==> src/rtl/alu_serial_ctrl_pkg.sv <==
// Shared op codes, FSM states and the op-to-slice mapping for the bit-serial ALU sequencer.
package alu_serial_ctrl_pkg;

  typedef enum logic [1:0] {
    OP_AND = 2'b00,
    OP_OR  = 2'b01,
    OP_ADD = 2'b10,
    OP_SLT = 2'b11
  } op_e;

  typedef enum logic [1:0] {
    ST_IDLE    = 2'b00,
    ST_RUN     = 2'b01,
    ST_SLT_FIX = 2'b10,
    ST_DONE    = 2'b11
  } state_e;

  // SLT runs the slice as a subtractor; the less-than bit is fixed up afterwards.
  function automatic op_e slice_op(input op_e op);
    return (op == OP_SLT) ? OP_ADD : op;
  endfunction

endpackage

==> src/rtl/alu_serial_shreg.sv <==
// Right-shift register with parallel load (load wins over shift), MSB shift-in, async clear.
// Single-cycle update; no flow control, the owner decides when to load or shift.
module alu_serial_shreg #(
  parameter int WIDTH = 32
) (
  input  logic             clk,
  input  logic             rst_n,
  input  logic             load_i,
  input  logic [WIDTH-1:0] load_val_i,
  input  logic             shift_i,
  input  logic             shift_in_i,
  output logic [WIDTH-1:0] q_o
);

  logic [WIDTH-1:0] data_q;

  always_ff @(posedge clk or negedge rst_n) begin
    if (!rst_n) begin
      data_q <= '0;
    end else if (load_i) begin
      data_q <= load_val_i;
    end else if (shift_i) begin
      data_q <= {shift_in_i, data_q[WIDTH-1:1]};
    end
  end

  assign q_o = data_q;

endmodule

==> src/rtl/alu_serial_ctrl.sv <==
// Bit-serial ALU sequencer driving an external 1-bit slice, LSB first; done after WIDTH+1 cycles (WIDTH+2 for SLT).
// start is only sampled in IDLE; starts while busy or in DONE are dropped, not queued.
module alu_serial_ctrl
  import alu_serial_ctrl_pkg::*;
#(
  parameter int WIDTH = 32
) (
  input  logic             clk,
  input  logic             rst_n,
  input  logic             start,
  input  logic [WIDTH-1:0] inputA,
  input  logic [WIDTH-1:0] inputB,
  input  logic [1:0]       sel,
  input  logic             binvert,
  output logic             busy,
  output logic             done,
  output logic [WIDTH-1:0] dataOut,
  output logic             cout,
  output logic             overflow,
  output logic             zero,
  output logic             slice_a,
  output logic             slice_b,
  output logic             slice_cin,
  output logic [1:0]       slice_sel,
  output logic             slice_binvert,
  output logic             slice_less,
  input  logic             slice_out,
  input  logic             slice_cout
);

  localparam int CW = (WIDTH > 2) ? $clog2(WIDTH) : 1;

  state_e           state_q;
  logic [CW-1:0]    cnt_q;
  logic             carry_q;
  logic             cin_msb_q;
  logic             cout_int_q;
  op_e              op_q;
  logic             binv_q;
  logic             busy_q;
  logic             done_q;
  logic [WIDTH-1:0] dout_q;
  logic             cout_q;
  logic             ovf_q;

  logic [WIDTH-1:0] a_sr;
  logic [WIDTH-1:0] b_sr;
  logic [WIDTH-1:0] res_sr;
  logic [WIDTH-1:0] res_shift_d;
  logic [WIDTH-1:0] res_fix_d;
  logic             accept;
  logic             run;
  logic             fix;
  logic             last_bit;
  logic             slt_req;

  assign accept   = (state_q == ST_IDLE) && start;
  assign run      = (state_q == ST_RUN);
  assign fix      = (state_q == ST_SLT_FIX);
  assign last_bit = (cnt_q == CW'(WIDTH - 1));
  assign slt_req  = (sel == OP_SLT);

  // Value the result register takes at this edge, so dataOut can be loaded in the same cycle.
  assign res_shift_d = {slice_out, res_sr[WIDTH-1:1]};
  assign res_fix_d   = {{(WIDTH-1){1'b0}}, res_sr[WIDTH-1] ^ cin_msb_q ^ cout_int_q};

  alu_serial_shreg #(.WIDTH(WIDTH)) u_a_sr (
    .clk        (clk),
    .rst_n      (rst_n),
    .load_i     (accept),
    .load_val_i (inputA),
    .shift_i    (run),
    .shift_in_i (1'b0),
    .q_o        (a_sr)
  );

  alu_serial_shreg #(.WIDTH(WIDTH)) u_b_sr (
    .clk        (clk),
    .rst_n      (rst_n),
    .load_i     (accept),
    .load_val_i (inputB),
    .shift_i    (run),
    .shift_in_i (1'b0),
    .q_o        (b_sr)
  );

  alu_serial_shreg #(.WIDTH(WIDTH)) u_res_sr (
    .clk        (clk),
    .rst_n      (rst_n),
    .load_i     (fix),
    .load_val_i (res_fix_d),
    .shift_i    (run),
    .shift_in_i (slice_out),
    .q_o        (res_sr)
  );

  always_ff @(posedge clk or negedge rst_n) begin
    if (!rst_n) begin
      state_q    <= ST_IDLE;
      cnt_q      <= '0;
      carry_q    <= 1'b0;
      cin_msb_q  <= 1'b0;
      cout_int_q <= 1'b0;
      op_q       <= OP_AND;
      binv_q     <= 1'b0;
      busy_q     <= 1'b0;
      done_q     <= 1'b0;
      dout_q     <= '0;
      cout_q     <= 1'b0;
      ovf_q      <= 1'b0;
    end else begin
      case (state_q)
        ST_IDLE: begin
          done_q <= 1'b0;
          if (start) begin
            op_q    <= op_e'(sel);
            binv_q  <= binvert | slt_req;
            carry_q <= binvert | slt_req;
            cnt_q   <= '0;
            busy_q  <= 1'b1;
            state_q <= ST_RUN;
          end
        end
        ST_RUN: begin
          carry_q <= slice_cout;
          cnt_q   <= cnt_q + CW'(1);
          if (last_bit) begin
            cin_msb_q  <= carry_q;
            cout_int_q <= slice_cout;
            if (op_q == OP_SLT) begin
              state_q <= ST_SLT_FIX;
            end else begin
              state_q <= ST_DONE;
              busy_q  <= 1'b0;
              done_q  <= 1'b1;
              dout_q  <= res_shift_d;
              cout_q  <= (op_q == OP_ADD) ? slice_cout : 1'b0;
              ovf_q   <= (op_q == OP_ADD) ? (carry_q ^ slice_cout) : 1'b0;
            end
          end
        end
        ST_SLT_FIX: begin
          cin_msb_q  <= 1'b0;
          cout_int_q <= 1'b0;
          state_q    <= ST_DONE;
          busy_q     <= 1'b0;
          done_q     <= 1'b1;
          dout_q     <= res_fix_d;
          cout_q     <= 1'b0;
          ovf_q      <= 1'b0;
        end
        default: begin
          done_q  <= 1'b0;
          state_q <= ST_IDLE;
        end
      endcase
    end
  end

  assign busy          = busy_q;
  assign done          = done_q;
  assign dataOut       = dout_q;
  assign cout          = cout_q;
  assign overflow      = ovf_q;
  assign zero          = (dout_q == '0);
  assign slice_a       = a_sr[0];
  assign slice_b       = b_sr[0];
  assign slice_cin     = carry_q;
  assign slice_sel     = slice_op(op_q);
  assign slice_binvert = binv_q;
  assign slice_less    = 1'b0;

endmodule

==> config.mk <==
export PLATFORM = sky130hd
export DESIGN_NAME = alu_serial_ctrl
export DESIGN_NICKNAME = d
export VERILOG_FILES = /design/src/rtl/alu_serial_ctrl_pkg.sv /design/src/rtl/alu_serial_shreg.sv /design/src/rtl/alu_serial_ctrl.sv
export SDC_FILE = /design/constraint.sdc
export NUM_CORES = 1
export LEC_CHECK = 0
export CAP_MARGIN = 20
export CORE_MARGIN = 2
export CORE_UTILIZATION = 53
export DETAILED_ROUTE_END_ITERATION = 7
export PLACE_DENSITY = 0.8
export REMOVE_ABC_BUFFERS = 1
export SLEW_MARGIN = 25
export SYNTH_ARGS = -nofsm -noshare
export SYNTH_HDL_FRONTEND = slang
export SYNTH_SLANG_ARGS = --single-unit
==> constraint.sdc <==
create_clock -name clk -period 3.03 [get_ports clk]
set_clock_uncertainty 0.1 [all_clocks]
set_input_delay 0.606 -clock clk [delete_from_list [all_inputs] [get_ports clk]]
set_output_delay 0.606 -clock clk [all_outputs]
set_load 0.005 [all_outputs]
==> results.py <==
metrics = {
    "status": {
        "status": "finished clean",
    },
    "critical_path": {
        "cp-start-kind": "register",
        "worstSetupPathType": "register to primary output",
        "worstReg2RegStart": "cnt_q[0]",
        "required_ns": 2.32,
        "critPathCaptureType": "primary output",
        "crit_slowest_cell": "clkdlybuf4s50_1",
        "cp_max_fo": 3,
        "crit_family": "simple AND/OR/NAND/NOR gates",
        "worstPathArrival_ns": 2.10,
        "crit_chain": "nor4_1 -> nand4_1 -> nor2_1 -> clkdlybuf4s50_1",
        "worstSetupStartpoint": "dataOut[24]",
        "cp.buffers_inverters": 1,
        "slowest_delay_ns": 0.50,
    },
    "timing": {
        "maxSlewHeadroom_pct": 54.6,
        "finalCritPeriodShare_pct": 92.5,
        "fin_ws_ns": 0.228,
        "fin_crit_ns": 2.80,
        "rsz0062_at_grt": "no",
        "fmax_mhz": 357,
        "tightestPinTransition_ns": 0.680,
        "final_hold_viol_count": 0,
        "drv_slew": 0,
        "setup_violations": 0,
    },
    "power_and_ir_drop": {
        "internal_power_mw": 5.67,
        "powerDensity_nw_per_um2": 1010,
        "p_sw_share_pct": 33.9,
        "switchingPower_mw": 2.91,
        "clock_power_share_pct": 24.5,
        "vdd_drop_max_mv": 0.572,
        "seqPwrFrac_pct": 35.8,
        "power.total_mw": 8.59,
        "combPwrFrac_pct": 39.8,
        "p_leak_nw": 3.79,
    },
    "cts": {
        "ctsRootBufferMaster": "clkbuf_16",
        "htreeDepth": 4,
        "post_cts_buffers": 0,
        "clkTransAtPathRegs_ns": 0.07,
        "clock_sinks": 144,
        "tritoncts": "yes",
        "clk_latency_ns": 0.41,
        "cts_hold_buf": 0,
        "cts_buffers": 17,
        "ctsResizeCount": 0,
        "cts_buffer_depth": 2,
    },
    "global_routing": {
        "grt_max_degree": 131,
        "grt_pass1_vias": 4637,
        "grt_pass1_wl_um": 22500,
        "grt_usage_pct": 21.2,
        "grt_antenna_before_repair": 0,
        "grt-ovfl-total": 0,
    },
    "routing": {
        "postRouteAntennaNets": 0,
        "totalWireLength_um": 13400,
        "firstDrtPassIters": 4,
        "drtIter0Drc": 238,
        "via_count": 4472,
        "via_per_inst": 5.30,
        "drc_errors": 0,
        "wire_per_inst_um": 15.8,
    },
    "floorplan": {
        "dieHeight_um": 116,
        "core-area_sq_um": 12500,
        "die_w_um": 116,
        "initial_core_util_pct": 53.6,
        "die_area_sq_um": 13500,
        "rows": 41,
        "io_pins": 116,
    },
    "hold_path": {
        "hold_path.class": "input port to asynchronous set/reset pin",
    },
    "logic_synthesis": {
        "synth_cell_types": 42,
        "synth_cells": 558,
        "synthTopCellsByArea": "dfrtp_1, mux2i_1, mux2_2",
        "yosys_warnings": 0,
        "syn_area_sq_um": 6690,
        "synth_top_area_share_pct": 53.9,
        "ys_seq_area_share_pct": 53.9,
        "synth_seq_cells": 144,
        "postSynthAreaPerCell_sq_um": 12.0,
        "synth_largest_area_cell": "dfrtp_1",
    },
    "placement": {
        "dp_hpwl_um": 8860,
        "place_inst": 812,
        "gp_congestion": 0.818,
        "pre_cts_slack_ns": 0.523,
        "portBuffers": 114,
    },
    "layout": {
        "drive_gt1_share_pct": 17.4,
        "antenna_cells": 0,
        "final_nets": 737,
        "areaGrowthSynthToFinish_pct": 27.7,
        "final_cells": 844,
    },
    "job": {
        "drv_cap": 0,
    },
}
## sequential cells by signal, summed over array words and instances, names as in the netlist, 2 cells and up
register      cells
dataOut          32
u_a_sr.q_o       32
u_b_sr.q_o       32
u_res_sr.q_o     31
cnt_q             5
op_q              2
state_q           2
## placed cells by master, fill, tap and decap left out, types with 2 or more instances in the layout
master / n
a211oi_1: 2
a21oi_1: 6
a32oi_1: 2
and3_2: 2
buf_12: 4
buf_4: 4
bufinv_16: 2
clkbuf_16: 17
clkbuf_8: 2
clkdlybuf4s50_1: 113
clkinv_4: 5
clkinvlp_4: 3
dfrtp_1: 144
ha_1: 5
inv_1: 4
inv_6: 3
mux2_2: 40
mux2_4: 29
mux2i_1: 67
nand2_1: 72
nand3_1: 3
nand4_1: 2
nor2_1: 4
nor2b_1: 33
nor4_1: 8
o21ai_0: 72
xnor2_1: 2
## final cells by class
type                       instances  area, sq um
tap                              172          215
inverter                           4         15.0
sequential                       144         3600
clock inverter                    13          153
timing repair buffer             122         1250
clock buffer                      19          453
fill                             895         3930
multi-input combinational        370         2840
## cell usage after synthesis (all sizes together)
cell type,number
a21bo,2
a21oi,6
nor4,8
o41ai,1
o21ai,72
a211oi,2
nor4b,1
and3b,1
clkbuf,12
conb,1
nand2,72
ha,6
nand3,3
inv,4
buf,28
nor3,1
mux2,69
nor4bb,1
a21o,1
mux2i,67
nand2b,1
a31o,1
nand3b,1
o2bb2ai,1
nor2b,33
and3,3
xor3,1
a32oi,2
and2b,2
and2,1
nor2,4
dfrtp,144
xnor2,2
o221ai,1
nand4,2
o31ai,1
## routing by layer
| layer | share of wire [%] | global-route usage, % | wire [um] |
|---|---|---|---|
| met5 | 0 | 0 | 0 |
| met4 | 1.4 | 6.35 | 193 |
| met3 | 3.2 | 5.09 | 428 |
| met2 | 51 | 35.0 | 6810 |
| met1 | 44 | 28.2 | 5940 |
## stage by stage
step                TNS, ns  hold slack, ns  utilization, %  area (sq um)
floorplan           -111.09           0.210               -          6450
global placement          0           0.380            63.6          7930
detailed placement        0           0.388            63.6          7930
CTS                       0           0.121            68.5          8540
global route              0           0.129            68.5          8540
finish                    0          0.0865            68.5          8540
## power by group through the flow
| stage | logic [mW] | clock network (mW) | registers [mW] |
|---|---|---|---|
| 2_1_floorplan | 2.47 | 0 | 2.98 |
| 3_3_place_gp | 3.29 | 0 | 3.05 |
| 3_5_place_dp | 3.40 | 0 | 3.10 |
| 4_1_cts | 3.45 | 2.14 | 3.08 |
| 5_1_grt | 3.76 | 2.22 | 3.16 |
| 6_report | 3.42 | 2.10 | 3.07 |
## logic make-up after synthesis
kind of cell	share of synthesized area, %
adder cells (fa/ha/maj)	1.12
AND/OR/NAND/NOR	9.86
XOR/XNOR	0.618
AO/OA/AOI/OAI	7.37
multiplexers	23.3
buffers and inverters	3.80
flip-flops	53.9
other	0.0561
## path summary, 6_finish.rpt
| kind | end | cells past startpoint | slack [ns] |
|---|---|---|---|
| min in group clk | u_res_sr.q_o[2] | 1 | 0.40 |
| max | zero | 4 | 0.23 |
| max in group asynchronous | dataOut[3] | 2 | 1.97 |
| min | dataOut[23] | 1 | 0.09 |
| max reg2reg | dataOut[0] | 7 | 0.51 |
| min reg2reg | u_res_sr.q_o[2] | 1 | 0.40 |
(Power assumes the default switching activity.)
